File: src/rtl/textmode_console_if.sv
// textmode_console_if
//   Bundles the byte-stream handshake and the display-memory access port of
//   textmode_console.
//   Stream : in_valid, in_ready, in_data[7:0], in_att[7:0]
//   Display: dsp_row[4:0], dsp_col[6:0], dsp_en, dsp_wr, dsp_wr_data[15:0],
//            dsp_rd_data[15:0] (returned the cycle after a read strobe)
//   slave  : the console side (accepts bytes, drives the display port)
//   master : the byte source plus display memory side
interface textmode_console_if;
    logic        in_valid;
    logic        in_ready;
    logic [7:0]  in_data;
    logic [7:0]  in_att;
    logic [4:0]  dsp_row;
    logic [6:0]  dsp_col;
    logic        dsp_en;
    logic        dsp_wr;
    logic [15:0] dsp_wr_data;
    logic [15:0] dsp_rd_data;

    modport slave (
        input  in_valid, in_data, in_att, dsp_rd_data,
        output in_ready, dsp_row, dsp_col, dsp_en, dsp_wr, dsp_wr_data
    );

    modport master (
        output in_valid, in_data, in_att, dsp_rd_data,
        input  in_ready, dsp_row, dsp_col, dsp_en, dsp_wr, dsp_wr_data
    );
endinterface

File: src/rtl/textmode_console.sv
// textmode_console
//   Terminal-style writer for a ROWS x COLS text display. Takes a byte stream,
//   keeps the cursor, interprets CR/BS/TAB/LF/FF, wraps lines, scrolls by
//   copying every row up one line and blanking the last, and clears the screen.
//   Ports:
//     clk, rst_n      clock, asynchronous active-low reset
//     bus (slave)     byte stream in / display-memory access port out
//     busy            high whenever the block is not idle
//     cur_row/cur_col cursor position
//   Timing: every display access is visible in the same cycle as the state
//   that issues it (it is registered on the edge that enters that state).
//   The one exception is the first CLR_ALL cycle after reset, which is a dead
//   cycle because reset forces all display outputs low.
module textmode_console #(
    parameter int          ROWS     = 30,
    parameter int          COLS     = 80,
    parameter logic [7:0]  DEF_ATTR = 8'h07
) (
    input  logic               clk,
    input  logic               rst_n,
    textmode_console_if.slave  bus,
    output logic               busy,
    output logic [4:0]         cur_row,
    output logic [6:0]         cur_col
);
    typedef enum logic [2:0] {IDLE, PUT, SCR_RD, SCR_WR, CLR_LINE, CLR_ALL} state_t;

    localparam logic [4:0]  LAST_ROW      = 5'(ROWS - 1);
    localparam logic [4:0]  COPY_LAST_ROW = 5'(ROWS - 2);
    localparam logic [6:0]  LAST_COL      = 7'(COLS - 1);
    localparam logic [7:0]  COLS_W        = 8'(COLS);
    localparam logic [15:0] BLANK         = {DEF_ATTR, 8'h20};

    state_t      state_q, state_d;
    logic [4:0]  row_q, row_d;
    logic [6:0]  col_q, col_d;
    logic [4:0]  scan_row_q, scan_row_d;   // cell addressed by the access now on the port
    logic [6:0]  scan_col_q, scan_col_d;
    logic        dsp_en_q, dsp_en_d;
    logic        dsp_wr_q, dsp_wr_d;
    logic [4:0]  dsp_row_q, dsp_row_d;
    logic [6:0]  dsp_col_q, dsp_col_d;
    logic [15:0] dsp_wr_data_q, dsp_wr_data_d;

    logic        accept_s;
    logic        printable_s;
    logic [7:0]  tab_col_s;
    logic        go_scr_s;

    assign accept_s    = bus.in_valid && (state_q == IDLE);
    assign printable_s = (bus.in_data >= 8'h20) && (bus.in_data != 8'h7F);
    assign tab_col_s   = {1'b0, col_q[6:3], 3'b000} + 8'd8;

    assign bus.in_ready = (state_q == IDLE);
    assign busy         = (state_q != IDLE);
    assign cur_row      = row_q;
    assign cur_col      = col_q;
    assign bus.dsp_en   = dsp_en_q;
    assign bus.dsp_wr   = dsp_wr_q;
    assign bus.dsp_row  = dsp_row_q;
    assign bus.dsp_col  = dsp_col_q;
    // The copy write happens in the cycle the read data returns, so the
    // returned word is steered straight onto the write-data lines then.
    assign bus.dsp_wr_data = (state_q == SCR_WR) ? bus.dsp_rd_data : dsp_wr_data_q;

    // Next-state, cursor, scan counter and next display access.
    always_comb begin
        state_d       = state_q;
        row_d         = row_q;
        col_d         = col_q;
        scan_row_d    = scan_row_q;
        scan_col_d    = scan_col_q;
        dsp_en_d      = 1'b0;
        dsp_wr_d      = 1'b0;
        dsp_row_d     = 5'd0;
        dsp_col_d     = 7'd0;
        dsp_wr_data_d = 16'h0000;
        go_scr_s      = 1'b0;

        case (state_q)
            IDLE: begin
                if (accept_s && printable_s) begin
                    state_d       = PUT;
                    dsp_en_d      = 1'b1;
                    dsp_wr_d      = 1'b1;
                    dsp_row_d     = row_q;
                    dsp_col_d     = col_q;
                    dsp_wr_data_d = {bus.in_att, bus.in_data};
                end else if (accept_s) begin
                    case (bus.in_data)
                        8'h0D: col_d = 7'd0;
                        8'h08: col_d = (col_q == 7'd0) ? 7'd0 : col_q - 7'd1;
                        8'h09: begin
                            if (tab_col_s >= COLS_W) begin
                                col_d = 7'd0;
                                if (row_q == LAST_ROW) begin
                                    go_scr_s = 1'b1;
                                end else begin
                                    row_d = row_q + 5'd1;
                                end
                            end else begin
                                col_d = tab_col_s[6:0];
                            end
                        end
                        8'h0A: begin
                            if (row_q == LAST_ROW) begin
                                go_scr_s = 1'b1;
                            end else begin
                                row_d = row_q + 5'd1;
                            end
                        end
                        8'h0C: begin
                            state_d       = CLR_ALL;
                            row_d         = 5'd0;
                            col_d         = 7'd0;
                            scan_row_d    = 5'd0;
                            scan_col_d    = 7'd0;
                            dsp_en_d      = 1'b1;
                            dsp_wr_d      = 1'b1;
                            dsp_wr_data_d = BLANK;
                        end
                        default: state_d = IDLE;
                    endcase
                end else begin
                    state_d = IDLE;
                end
            end
            PUT: begin
                if (col_q == LAST_COL) begin
                    col_d = 7'd0;
                    if (row_q == LAST_ROW) begin
                        go_scr_s = 1'b1;
                    end else begin
                        row_d   = row_q + 5'd1;
                        state_d = IDLE;
                    end
                end else begin
                    col_d   = col_q + 7'd1;
                    state_d = IDLE;
                end
            end
            SCR_RD: begin
                state_d   = SCR_WR;
                dsp_en_d  = 1'b1;
                dsp_wr_d  = 1'b1;
                dsp_row_d = scan_row_q;
                dsp_col_d = scan_col_q;
            end
            SCR_WR: begin
                if (scan_col_q == LAST_COL) begin
                    if (scan_row_q == COPY_LAST_ROW) begin
                        state_d       = CLR_LINE;
                        scan_row_d    = LAST_ROW;
                        scan_col_d    = 7'd0;
                        dsp_en_d      = 1'b1;
                        dsp_wr_d      = 1'b1;
                        dsp_row_d     = LAST_ROW;
                        dsp_wr_data_d = BLANK;
                    end else begin
                        state_d    = SCR_RD;
                        scan_row_d = scan_row_q + 5'd1;
                        scan_col_d = 7'd0;
                        dsp_en_d   = 1'b1;
                        dsp_row_d  = scan_row_q + 5'd2;
                    end
                end else begin
                    state_d    = SCR_RD;
                    scan_col_d = scan_col_q + 7'd1;
                    dsp_en_d   = 1'b1;
                    dsp_row_d  = scan_row_q + 5'd1;
                    dsp_col_d  = scan_col_q + 7'd1;
                end
            end
            CLR_LINE: begin
                if (scan_col_q == LAST_COL) begin
                    state_d = IDLE;
                end else begin
                    scan_col_d    = scan_col_q + 7'd1;
                    dsp_en_d      = 1'b1;
                    dsp_wr_d      = 1'b1;
                    dsp_row_d     = LAST_ROW;
                    dsp_col_d     = scan_col_q + 7'd1;
                    dsp_wr_data_d = BLANK;
                end
            end
            CLR_ALL: begin
                if (!dsp_en_q) begin
                    // dead cycle straight after reset: issue the first cell now
                    scan_row_d    = 5'd0;
                    scan_col_d    = 7'd0;
                    dsp_en_d      = 1'b1;
                    dsp_wr_d      = 1'b1;
                    dsp_wr_data_d = BLANK;
                end else if (scan_col_q == LAST_COL) begin
                    if (scan_row_q == LAST_ROW) begin
                        state_d = IDLE;
                    end else begin
                        scan_row_d    = scan_row_q + 5'd1;
                        scan_col_d    = 7'd0;
                        dsp_en_d      = 1'b1;
                        dsp_wr_d      = 1'b1;
                        dsp_row_d     = scan_row_q + 5'd1;
                        dsp_wr_data_d = BLANK;
                    end
                end else begin
                    scan_col_d    = scan_col_q + 7'd1;
                    dsp_en_d      = 1'b1;
                    dsp_wr_d      = 1'b1;
                    dsp_row_d     = scan_row_q;
                    dsp_col_d     = scan_col_q + 7'd1;
                    dsp_wr_data_d = BLANK;
                end
            end
            default: state_d = IDLE;
        endcase

        // Every scroll starts by reading the first cell of row 1.
        if (go_scr_s) begin
            state_d    = SCR_RD;
            scan_row_d = 5'd0;
            scan_col_d = 7'd0;
            dsp_en_d   = 1'b1;
            dsp_wr_d   = 1'b0;
            dsp_row_d  = 5'd1;
            dsp_col_d  = 7'd0;
        end else begin
            go_scr_s = 1'b0;
        end
    end

    // State, cursor, scan counters and registered display port.
    always_ff @(posedge clk or negedge rst_n) begin
        if (!rst_n) begin
            state_q       <= CLR_ALL;
            row_q         <= 5'd0;
            col_q         <= 7'd0;
            scan_row_q    <= 5'd0;
            scan_col_q    <= 7'd0;
            dsp_en_q      <= 1'b0;
            dsp_wr_q      <= 1'b0;
            dsp_row_q     <= 5'd0;
            dsp_col_q     <= 7'd0;
            dsp_wr_data_q <= 16'h0000;
        end else begin
            state_q       <= state_d;
            row_q         <= row_d;
            col_q         <= col_d;
            scan_row_q    <= scan_row_d;
            scan_col_q    <= scan_col_d;
            dsp_en_q      <= dsp_en_d;
            dsp_wr_q      <= dsp_wr_d;
            dsp_row_q     <= dsp_row_d;
            dsp_col_q     <= dsp_col_d;
            dsp_wr_data_q <= dsp_wr_data_d;
        end
    end
endmodule

File: src/flat_wrapper.sv
// flat-port wrapper written by rule: the top's interface ports become plain ports
module textmode_console_flat 
#(
    parameter int          ROWS     = 30,
    parameter int          COLS     = 80,
    parameter logic [7:0]  DEF_ATTR = 8'h07
)
  (clk, rst_n, busy, cur_row, cur_col, bus_in_valid, bus_in_data, bus_in_att, bus_dsp_rd_data, bus_in_ready, bus_dsp_row, bus_dsp_col, bus_dsp_en, bus_dsp_wr, bus_dsp_wr_data);
  textmode_console_if bus_i ();
  input  logic clk;
  input  logic rst_n;
  output logic busy;
  output logic [4:0] cur_row;
  output logic [6:0] cur_col;
  input wire logic [$bits(bus_i.in_valid)-1:0] bus_in_valid;
  input wire logic [$bits(bus_i.in_data)-1:0] bus_in_data;
  input wire logic [$bits(bus_i.in_att)-1:0] bus_in_att;
  input wire logic [$bits(bus_i.dsp_rd_data)-1:0] bus_dsp_rd_data;
  output wire logic [$bits(bus_i.in_ready)-1:0] bus_in_ready;
  output wire logic [$bits(bus_i.dsp_row)-1:0] bus_dsp_row;
  output wire logic [$bits(bus_i.dsp_col)-1:0] bus_dsp_col;
  output wire logic [$bits(bus_i.dsp_en)-1:0] bus_dsp_en;
  output wire logic [$bits(bus_i.dsp_wr)-1:0] bus_dsp_wr;
  output wire logic [$bits(bus_i.dsp_wr_data)-1:0] bus_dsp_wr_data;
  assign bus_i.in_valid = bus_in_valid;
  assign bus_i.in_data = bus_in_data;
  assign bus_i.in_att = bus_in_att;
  assign bus_i.dsp_rd_data = bus_dsp_rd_data;
  assign bus_in_ready = bus_i.in_ready;
  assign bus_dsp_row = bus_i.dsp_row;
  assign bus_dsp_col = bus_i.dsp_col;
  assign bus_dsp_en = bus_i.dsp_en;
  assign bus_dsp_wr = bus_i.dsp_wr;
  assign bus_dsp_wr_data = bus_i.dsp_wr_data;
  textmode_console #(.ROWS(ROWS), .COLS(COLS), .DEF_ATTR(DEF_ATTR)) u_core (.clk(clk), .rst_n(rst_n), .bus(bus_i), .busy(busy), .cur_row(cur_row), .cur_col(cur_col));
endmodule
File: config.mk
export PLATFORM = sky130hd
export DESIGN_NAME = textmode_console_flat
export DESIGN_NICKNAME = d
export VERILOG_FILES = /design/src/rtl/textmode_console_if.sv /design/src/rtl/textmode_console.sv /design/src/flat_wrapper.sv
export SDC_FILE = /design/constraint.sdc
export NUM_CORES = 1
export LEC_CHECK = 0
export BUFFER_PORTS_ARGS = -buffer_cell sky130_fd_sc_hd__buf_2
export CAP_MARGIN = 20
export CORE_AREA = 2 2 94 96
export CTS_CLUSTER_SIZE = 14
export DETAILED_ROUTE_END_ITERATION = 8
export DIE_AREA = 0 0 96 98
export GPL_ROUTABILITY_DRIVEN = 0
export HOLD_SLACK_MARGIN = 0.1
export PLACE_DENSITY = 0.66
export SYNTH_ARGS = -nofsm -noshare
export SYNTH_HDL_FRONTEND = slang
export SYNTH_SLANG_ARGS = --single-unit
File: constraint.sdc
create_clock -name clk -period 2.7 [get_ports clk]
set_input_delay 0.27 -clock clk [delete_from_list [all_inputs] [get_ports clk]]
set_output_delay 0.27 -clock clk [all_outputs]
set_load 0.01 [all_outputs]
# Word level (Yosys, flattened, before mapping)
# Cells that the tools add are included.
dict set report totals {
  regBits 57
  in_bits 35
  output_inout_bits 44
}
dict set report classes {
  addsub 7
  order_cmp 2
  n_eq_ne 36
  muxes 91
  n_reduce_logical 18
}
# op count
set ops {}
lappend ops {{2-to-1 mux 7 bit} 17}
lappend ops {{2-to-1 mux 5 bit} 22}
lappend ops {{2-to-1 mux 16 bit} 5}
lappend ops {{one-hot mux 16 bit (4 select lines)} 1}
lappend ops {{one-hot mux 7 bit (4 select lines)} 2}
lappend ops {{2-to-1 mux 11 bit} 5}
lappend ops {{== test 8 x 4 -> 1 bit (second input constant)} 5}
lappend ops {{2-to-1 mux 3 bit} 11}
lappend ops {{one-hot mux 5 bit (3 select lines)} 2}
lappend ops {{one-hot mux 5 bit (5 select lines)} 1}
lappend ops {{one-hot mux 7 bit (3 select lines)} 1}
lappend ops {{!= test 3 x 1 -> 1 bit (second input constant)} 6}
lappend ops {{one-hot mux 3 bit (6 select lines)} 1}
lappend ops {{AND reduction 6 bit} 3}
lappend ops {{2-to-1 mux 1 bit} 16}
lappend ops {{== test 5 bit (second input constant)} 3}
lappend ops {{adder 7 x 1 -> 7 bit (second input constant)} 2}
lappend ops {{== test 7 bit (second input constant)} 2}
lappend ops {{one-hot mux 7 bit (2 select lines)} 1}
lappend ops {{!= test 4 bit (second input constant)} 3}
lappend ops {{adder 5 x 1 -> 5 bit (second input constant)} 2}
lappend ops {{!= test 5 bit (second input constant)} 2}
lappend ops {{one-hot mux 5 bit (2 select lines)} 1}
lappend ops {{!= test 3 bit (second input constant)} 3}
lappend ops {{other kinds (29)} 37}

# Longest topological paths before layout
# Gate-level depths: netlist (run 1).
dict set report depth {
  word_depth 9
  mapped_depth 9
  depth_no_buf 8
}

# Worst setup path before layout (run 1)
# OpenSTA, ideal clock, no wires.
dict set report synth_path {
  path_type {reg-to-reg}
  startpoint {reg u_core.state_q[2]}
  endpoint {reg u_core.scan_row_q[4]}
  setup_ns 0.125
  t_arrival_ns 2.069
  required_ns 2.575
  slack_ns 0.506
  path_stages_with_launch 9
  period_less_slack_ns 2.194
  path_cell_list {dfstp_2 -> buf_2 -> or3b_1 -> clkbuf_1 -> nor4_1 -> a31oi_1 -> o31ai_4 -> o21ai_2 -> mux2_4}
}
dict set report synth_between {
  elab_chain_cells 7
}
# element line
set synth_lines {}
lappend synth_lines {{start, declared} textmode_console.sv:34} ;# state_t state_q, state_d;
lappend synth_lines {{start signal, assigned} textmode_console.sv:245} ;# state_q <= state_d;
lappend synth_lines {{logical NOT 3 bit} {textmode_console.sv:50, textmode_console.sv:80}}
lappend synth_lines {{logical AND 1 bit} textmode_console.sv:50} ;# assign accept_s = bus.in_valid && (state_q == IDLE);
lappend synth_lines {{2-to-1 mux 1 bit or logical AND 1 bit (tied branches)} {textmode_console.sv:89, textmode_console.sv:82}}
lappend synth_lines {{2-to-1 mux 1 bit} textmode_console.sv:82} ;# if (accept_s && printable_s) begin
lappend synth_lines {{one-hot mux 1 bit (2 select lines)} textmode_console.sv:80} ;# case (state_q)
lappend synth_lines {{!= test 4 bit (no source line) (tied with other cells)} n/a}
lappend synth_lines {{AND reduction 7 bit (no source line)} n/a}
lappend synth_lines {{end signal, assigned} textmode_console.sv:248} ;# scan_row_q <= scan_row_d;
lappend synth_lines {{end, declared} textmode_console.sv:37} ;# logic [4:0] scan_row_q, scan_row_d;
# Parallel ways exist; a longest one is shown, timed or not.
# A chain may end at the register's enable or synchronous reset.

# Final worst setup path (run 1)
dict set report layout_path {
  startpoint {reg u_core.state_q[0]}
  endpoint {reg u_core.scan_row_q[4]}
}
# Same word-level chain as after synthesis.

==> flow_metrics.tcl, run 1 <==
set metrics [dict create \
    synth_seq_cells 57 \
    max_freq_ghz 0.4088 \
    crit_path_start "u_core.state_q[0]$_DFFE_PN1P_" \
    drv_slew 0 \
    clockRootBuffer "clkbuf_8" \
    die_area_mm2 0.009408 \
    start_util 0.4335 \
    status "finished, final reports clean" \
    r2r-start "u_core.state_q[0]$_DFFE_PN1P_" \
    drv_cap 0 \
    vias 3657 \
    remaining_drc_errors 0 \
    yosysSeqAreaShare 0.3894 \
    worstSetupEndpoint "u_core.scan_row_q[4]$_DFFE_PN0P_" \
    cts_buffer_depth 2 \
    drive_gt1_frac 0.2375 \
    dpl_cell_area_mm2 0.004210 \
    antenna_found_initial 0 \
    finalClockSkew_ns 0.01078 \
    htreeDepth 3 \
    synth_warnings 0 \
    drtPass1Iterations 5 \
    ys_types 72 \
    syn-cell-area_mm2 0.003670 \
    cp.required_ns 2.93 \
    r2r_end "u_core.scan_row_q[4]$_DFFE_PN0P_" \
    worst_ep_arrival_time_ns 2.67 \
    insertion_delay_ns 0.35 \
    hold_path_class "in2reg" \
    irDropWorstVdd_mv 0.4308 \
    grt_usage 0.2217 \
    port_buffers 78 \
    synth_ff_type "dfrtp_1" \
    placedCellCount 613 \
    rsz0062_at_grt "false" \
    via_per_inst 5.805 \
    worst-setup-path-type "reg2reg" \
    syn_inst 436 \
    initialDrtViolationCount 261 \
    area.growth.synth_to_final_pct 20.35 \
    avgSynthCellArea_um2 8.417 \
    power_mw 2.818 \
    r2r_setup_slack_ns 0.25 \
    power.density_mw_per_mm2 637.9 \
    grt_max_degree 58 \
    post-route-period-util 0.9059 \
    p_leak_nw 2.085 \
    worst_slew_pin_slew_ns 0.7175 \
    fin_hold_ws_ns 0.1170 \
    synthArstFlopShare 1.000 \
    io_pins 79 \
    cts_buffers 9 \
    relSlewSlack 0.5216 \
    antenna_cells 0 \
    cts_setup_buffers 0 \
    nets 564 \
    syn-num-nets 483 \
    clock_sinks 57 \
    r2r_cells 6 \
    setup-violations-final 0 \
    grt_pass1_wl_um 16530 \
    grt_pass1_vias 3347 \
    critPathMaxFanout 14 \
    cts_tree "built" \
    post_layout_nonfiller_instances 630 \
    core_mm2 0.008466 \
    rows 34 \
    end_kind "flop" \
    fp.dieW_um 96 \
    ctsResizeCount 0 \
    wl_um 10100 \
    report.final.hold_viol_count 0 \
    post-route-min-period_ns 2.446 \
    startpoint_type "flop" \
    synth_edf_count 0 \
    fin_tns_setup_ns 0 \
    fin_area_mm2 0.004417 \
    grt-ovfl-total 0 \
    hpwlAfterDp_um 7276 \
    ctsHoldBuffers 1 \
    antenna_left 0 \
    wl_per_cell_um 16.03 \
    die_y_um 98 \
    clk_pin_slew_worst_paths_ns 0.07 \
]
synth_stat cells, drive strengths merged (3+ instances only):
library cell / instances / area (um2)
nand2: 78 / 295.3
dfrtp: 55 / 1376
nor2: 32 / 120.1
o21ai: 32 / 163.9
clkbuf: 19 / 71.32
a21oi: 18 / 90.09
inv: 15 / 56.30
and2: 14 / 87.58
a31oi: 12 / 75.07
ha: 12 / 150.1
and3: 11 / 68.82
nor3: 11 / 66.32
nand3: 9 / 45.04
a21o: 8 / 60.06
a211oi: 6 / 45.04
o31ai: 6 / 58.81
a221o: 5 / 50.05
o22a: 5 / 43.79
o22ai: 5 / 31.28
buf: 4 / 18.76
nor4: 4 / 31.28
or3b: 4 / 35.04
a31o: 3 / 26.28
nand4: 3 / 18.77
nand4b: 3 / 26.28
nor2b: 3 / 18.77
o211ai: 3 / 22.52
or2: 3 / 18.77
or3: 3 / 18.77
xnor2: 3 / 26.28
sequential cells by signal, summed over array words and instances, names as in the netlist:
name / flops
u_core.scan_col_q: 7
u_core.cur_row: 5
u_core.bus.dsp_en: 1
u_core.bus.dsp_wr: 1
u_core.bus.dsp_row: 5
u_core.cur_col: 7
u_core.scan_row_q: 5
u_core.state_q: 3
u_core.dsp_wr_data_q: 16
u_core.bus.dsp_col: 7
cell usage in the layout (no fill, tap or decap), drive strengths merged, types with 5 or more instances in the layout:
cell    Yosys  layout
a211oi      6       6
and2       14      14
dfrtp      55      55
nand2      78      78
buf         4      92
a221o       5       5
o21ai      32      32
o22ai       5       5
and3       11      11
a21o        8       8
nor3       11      11
a31oi      12      12
nor2       32      32
o22a        5       5
ha         12      12
inv        15      15
a21oi      18      18
o31ai       6       6
nand3       9       9
clkbuf     19      11
critical path: stages, from the launching register on:
cell and delay, ns:
dfstp_2 0.68, or3b_1 0.54, nor4_1 0.33, a31oi_1 0.13
o31ai_4 0.17, o21ai_2 0.17, mux2_4 0.31
cells by family (layout without fill, tap and decap cells):
logic type	count (synthesis)	in the layout	synth area share
AOI/OAI and AO/OA	130	130	0.2462
xor gates and xnor gates	5	5	0.01194
adders and majority gates	12	12	0.04091
buffers and inverters	38	124	0.03989
DFF	57	57	0.3894
muxes	3	3	0.009546
and+or+nand+nor	191	191	0.2622
layout make-up:
cell class                      count  area, um2
Fill cell                         837       4049
Multi-Input combinational cell    341       2095
Sequential cell                    57       1429
Timing Repair Buffer               93      505.5
Clock buffer                       11      141.4
Tap cell                          108      135.1
Inverter                           15      56.30
Clock inverter                      5      55.05
how the worst min path moves through the flow:
stage | start | endpoint | slack (ns) | depth (start not counted)
finish | bus_in_att[0] | u_core.dsp_wr_data_q[8]$_DFF_PN0_ | 0.12 | 2
global route | bus_in_att[2] | u_core.dsp_wr_data_q[10]$_DFF_PN0_ | 0.12 | 2
CTS | bus_in_att[2] | u_core.dsp_wr_data_q[10]$_DFF_PN0_ | 0.11 | 2
detailed placement | rst_n | u_core.dsp_wr_data_q[12]$_DFF_PN0_ | 0.46 | 2
global placement | rst_n | u_core.dsp_wr_data_q[12]$_DFF_PN0_ | 0.46 | 2
floorplan | rst_n | u_core.bus.dsp_col[0]$_DFF_PN0_ | -0.03 | 0
power by group:
group          switching, mW  internal [mW]  total, mW
Combinational          0.465          0.367      0.832
Clock                  0.357          0.448      0.805
Sequential             0.156           1.02       1.18
layer usage:
metal	vias to the layer above	global-route usage	part of all wire	routed length, um
li1	1756	-	-	-
met4	0	0.08132	0.017	176
met3	16	0.04244	0.052	527
met2	121	0.3478	0.48	4875
met5	-	0	0	0
met1	1764	0.3024	0.45	4518
metrics by stage:
step	utilization	worst slack, ns
final	0.5217	0.2540
after global routing	0.5217	0.1366
after CTS	0.5217	0.2845
after detailed placement	0.4973	0.3025
after global placement	0.4973	0.3641
after floorplan	-	0.5058
(Power assumes the default switching activity.)
==> run 2, diff against run 1 <==
- BUFFER_PORTS_ARGS: -buffer_cell sky130_fd_sc_hd__buf_2 -> -buffer_cell sky130_fd_sc_hd__buf_4
- CORE_AREA: 2 2 94 96 -> 2 2 85 87
- DIE_AREA: 0 0 96 98 -> 0 0 87 89
- PLACE_DENSITY: 0.66 -> 0.79
==> run 2 against run 1 <==
Against the previous run:
- register-to-register slack worse by 0.02 ns
- fmax fell by 0.70%
- non-clock buffer count decreased by 2
- hold slack better by 0.015 ns
- via count rose by 0.66%
- design area rose by 3.6%
- critical path depth stayed put
- core utilization increased by 16 points
- die area down 18%
- clock skew is 0.0066 ns lower
- first-iteration DRC count is 0.38% lower
- worst setup slack worse by 0.017 ns
- critical endpoint is now u_core.bus.dsp_row[0]$_DFF_PN0_
- highest routed layer unchanged
==> flow_metrics.tcl, run 2 (synthesis gave the netlist of run 1 again) <==
set metrics [dict create \
    ctsHoldBuffers 1 \
    wl_um 9818 \
    grt_usage 0.2706 \
    antenna_cells 0 \
    worst_ep_arrival_time_ns 2.68 \
    antenna_left 0 \
    cts_setup_buffers 0 \
    r2r_setup_slack_ns 0.24 \
    nets 562 \
    fillers 558 \
    rows 30 \
    io_pins 79 \
    critPathMaxFanout 7 \
    port_buffers 78 \
    worst_slew_pin_slew_ns 0.7281 \
    post-route-period-util 0.9123 \
    multi_input_area_mm2 0.002095 \
    cts_buffers 9 \
    grt_pass1_wl_um 16390 \
    max_freq_ghz 0.4060 \
    grt_pass1_vias 3545 \
    clk_pin_slew_worst_paths_ns 0.07 \
    fin_tns_setup_ns 0 \
    grt_max_degree 58 \
    hold_path_class "in2reg" \
    hpwlAfterDp_um 6978 \
    irDropWorstVdd_mv 0.5616 \
    crit_path_start "u_core.scan_col_q[4]$_DFFE_PN0P_" \
    fp.dieW_um 87 \
    post-route-min-period_ns 2.463 \
    status "finished, final reports clean" \
    clockRootBuffer "clkbuf_8" \
    p_leak_nw 2.137 \
    vias 3681 \
    setup-violations-final 0 \
    initialDrtViolationCount 260 \
    regMostFlops "u_core.dsp_wr_data_q" \
    area.growth.synth_to_final_pct 24.72 \
    clock_sinks 57 \
    drtPass1Iterations 5 \
    htreeDepth 3 \
    r2r_cells 6 \
    cts_buffer_depth 2 \
    finalClockSkew_ns 0.004196 \
    die_area_mm2 0.007743 \
    via_per_inst 6.135 \
    largest_reg_flops 16 \
    regArea_mm2 0.001429 \
    cts_tree "built" \
    start_util 0.5462 \
    drv_cap 0 \
    worst-setup-path-type "reg2reg" \
    drive_gt1_frac 0.2327 \
    die_y_um 89 \
    core_mm2 0.006719 \
    grt-ovfl-total 0 \
    drv_slew 0 \
    wl_per_cell_um 16.36 \
    dp_slack_ns 0.3299 \
    rsz0062_at_grt "false" \
    cp.required_ns 2.91 \
    report.final.hold_viol_count 0 \
    fin_ws_ns 0.2368 \
    end_kind "flop" \
    relSlewSlack 0.5146 \
    startpoint_type "flop" \
    final_common_cell "buf_4" \
    ctsResizeCount 0 \
    r2r-start "u_core.scan_col_q[4]$_DFFE_PN0P_" \
    r2r_end "u_core.bus.dsp_row[0]$_DFF_PN0_" \
    antenna_found_initial 0 \
    worstSetupEndpoint "u_core.bus.dsp_row[0]$_DFF_PN0_" \
    power.density_mw_per_mm2 644.5 \
    insertion_delay_ns 0.33 \
    remaining_drc_errors 0 \
    final_cell_mix "buf_4, nand2_1, dfrtp_1" \
]
## run 2: cell count changes in the layout (fill, tap and decap cells not counted), sizes merged
cell    delta
buf        -2
bufinv     +1
clkinv     -1
## run 2: layout make-up
cell class | count | share of cell area
well taps | 80 | 0.02187
clock buffers | 11 | 0.02870
multi-input cells | 341 | 0.4576
inverters | 15 | 0.01230
repair buffers | 91 | 0.1498
clock inverters | 5 | 0.01750
flip-flops and latches | 57 | 0.3122
## run 2: power breakdown
group | switching (mW) | internal (mW)
registers | 0.160 | 1.03
logic | 0.456 | 0.435
clock network | 0.355 | 0.519
total | 0.971 | 1.98
## run 2: worst min-delay path by stage
stage | from | end | slack [ns] | depth (start not counted)
after floorplan | rst_n | u_core.bus.dsp_col[0]$_DFF_PN0_ | -0.03 | 0
after global placement | rst_n | u_core.dsp_wr_data_q[12]$_DFF_PN0_ | 0.37 | 1
after detailed placement | rst_n | u_core.dsp_wr_data_q[12]$_DFF_PN0_ | 0.38 | 1
after CTS | bus_in_att[2] | u_core.dsp_wr_data_q[10]$_DFF_PN0_ | 0.12 | 2
after global routing | bus_in_att[0] | u_core.dsp_wr_data_q[8]$_DFF_PN0_ | 0.12 | 2
final | bus_in_att[2] | u_core.dsp_wr_data_q[10]$_DFF_PN0_ | 0.13 | 2
## run 2: critical path, cell delays in order, from the launching register on
cell and delay [ns]:
dfrtp_1 0.44, or3b_1 0.47, nor2_1 0.38, o21ai_0 0.34, a211oi_1 0.30, a31oi_1 0.07, a2111o_1 0.35
## run 2: per-layer routing
metal	GRT usage	wire length (um)	share of wire
met1	0.3500	4167	0.42
met2	0.4400	4703	0.48
met3	0.05355	705	0.072
met4	0.1250	242	0.025
met5	0	0	0
## run 2: metrics by stage
stage,instances,power [mW],util,hold WS (ns),instance area [um2]
floorplan,436,1.712,-,-0.02559,3670
global placement,583,2.055,0.6482,0.3687,4355
detailed placement,583,2.079,0.6482,0.3775,4355
CTS,600,2.960,0.6812,0.1220,4577
global route,600,3.127,0.6812,0.1238,4577
finish,600,2.950,0.6812,0.1316,4577
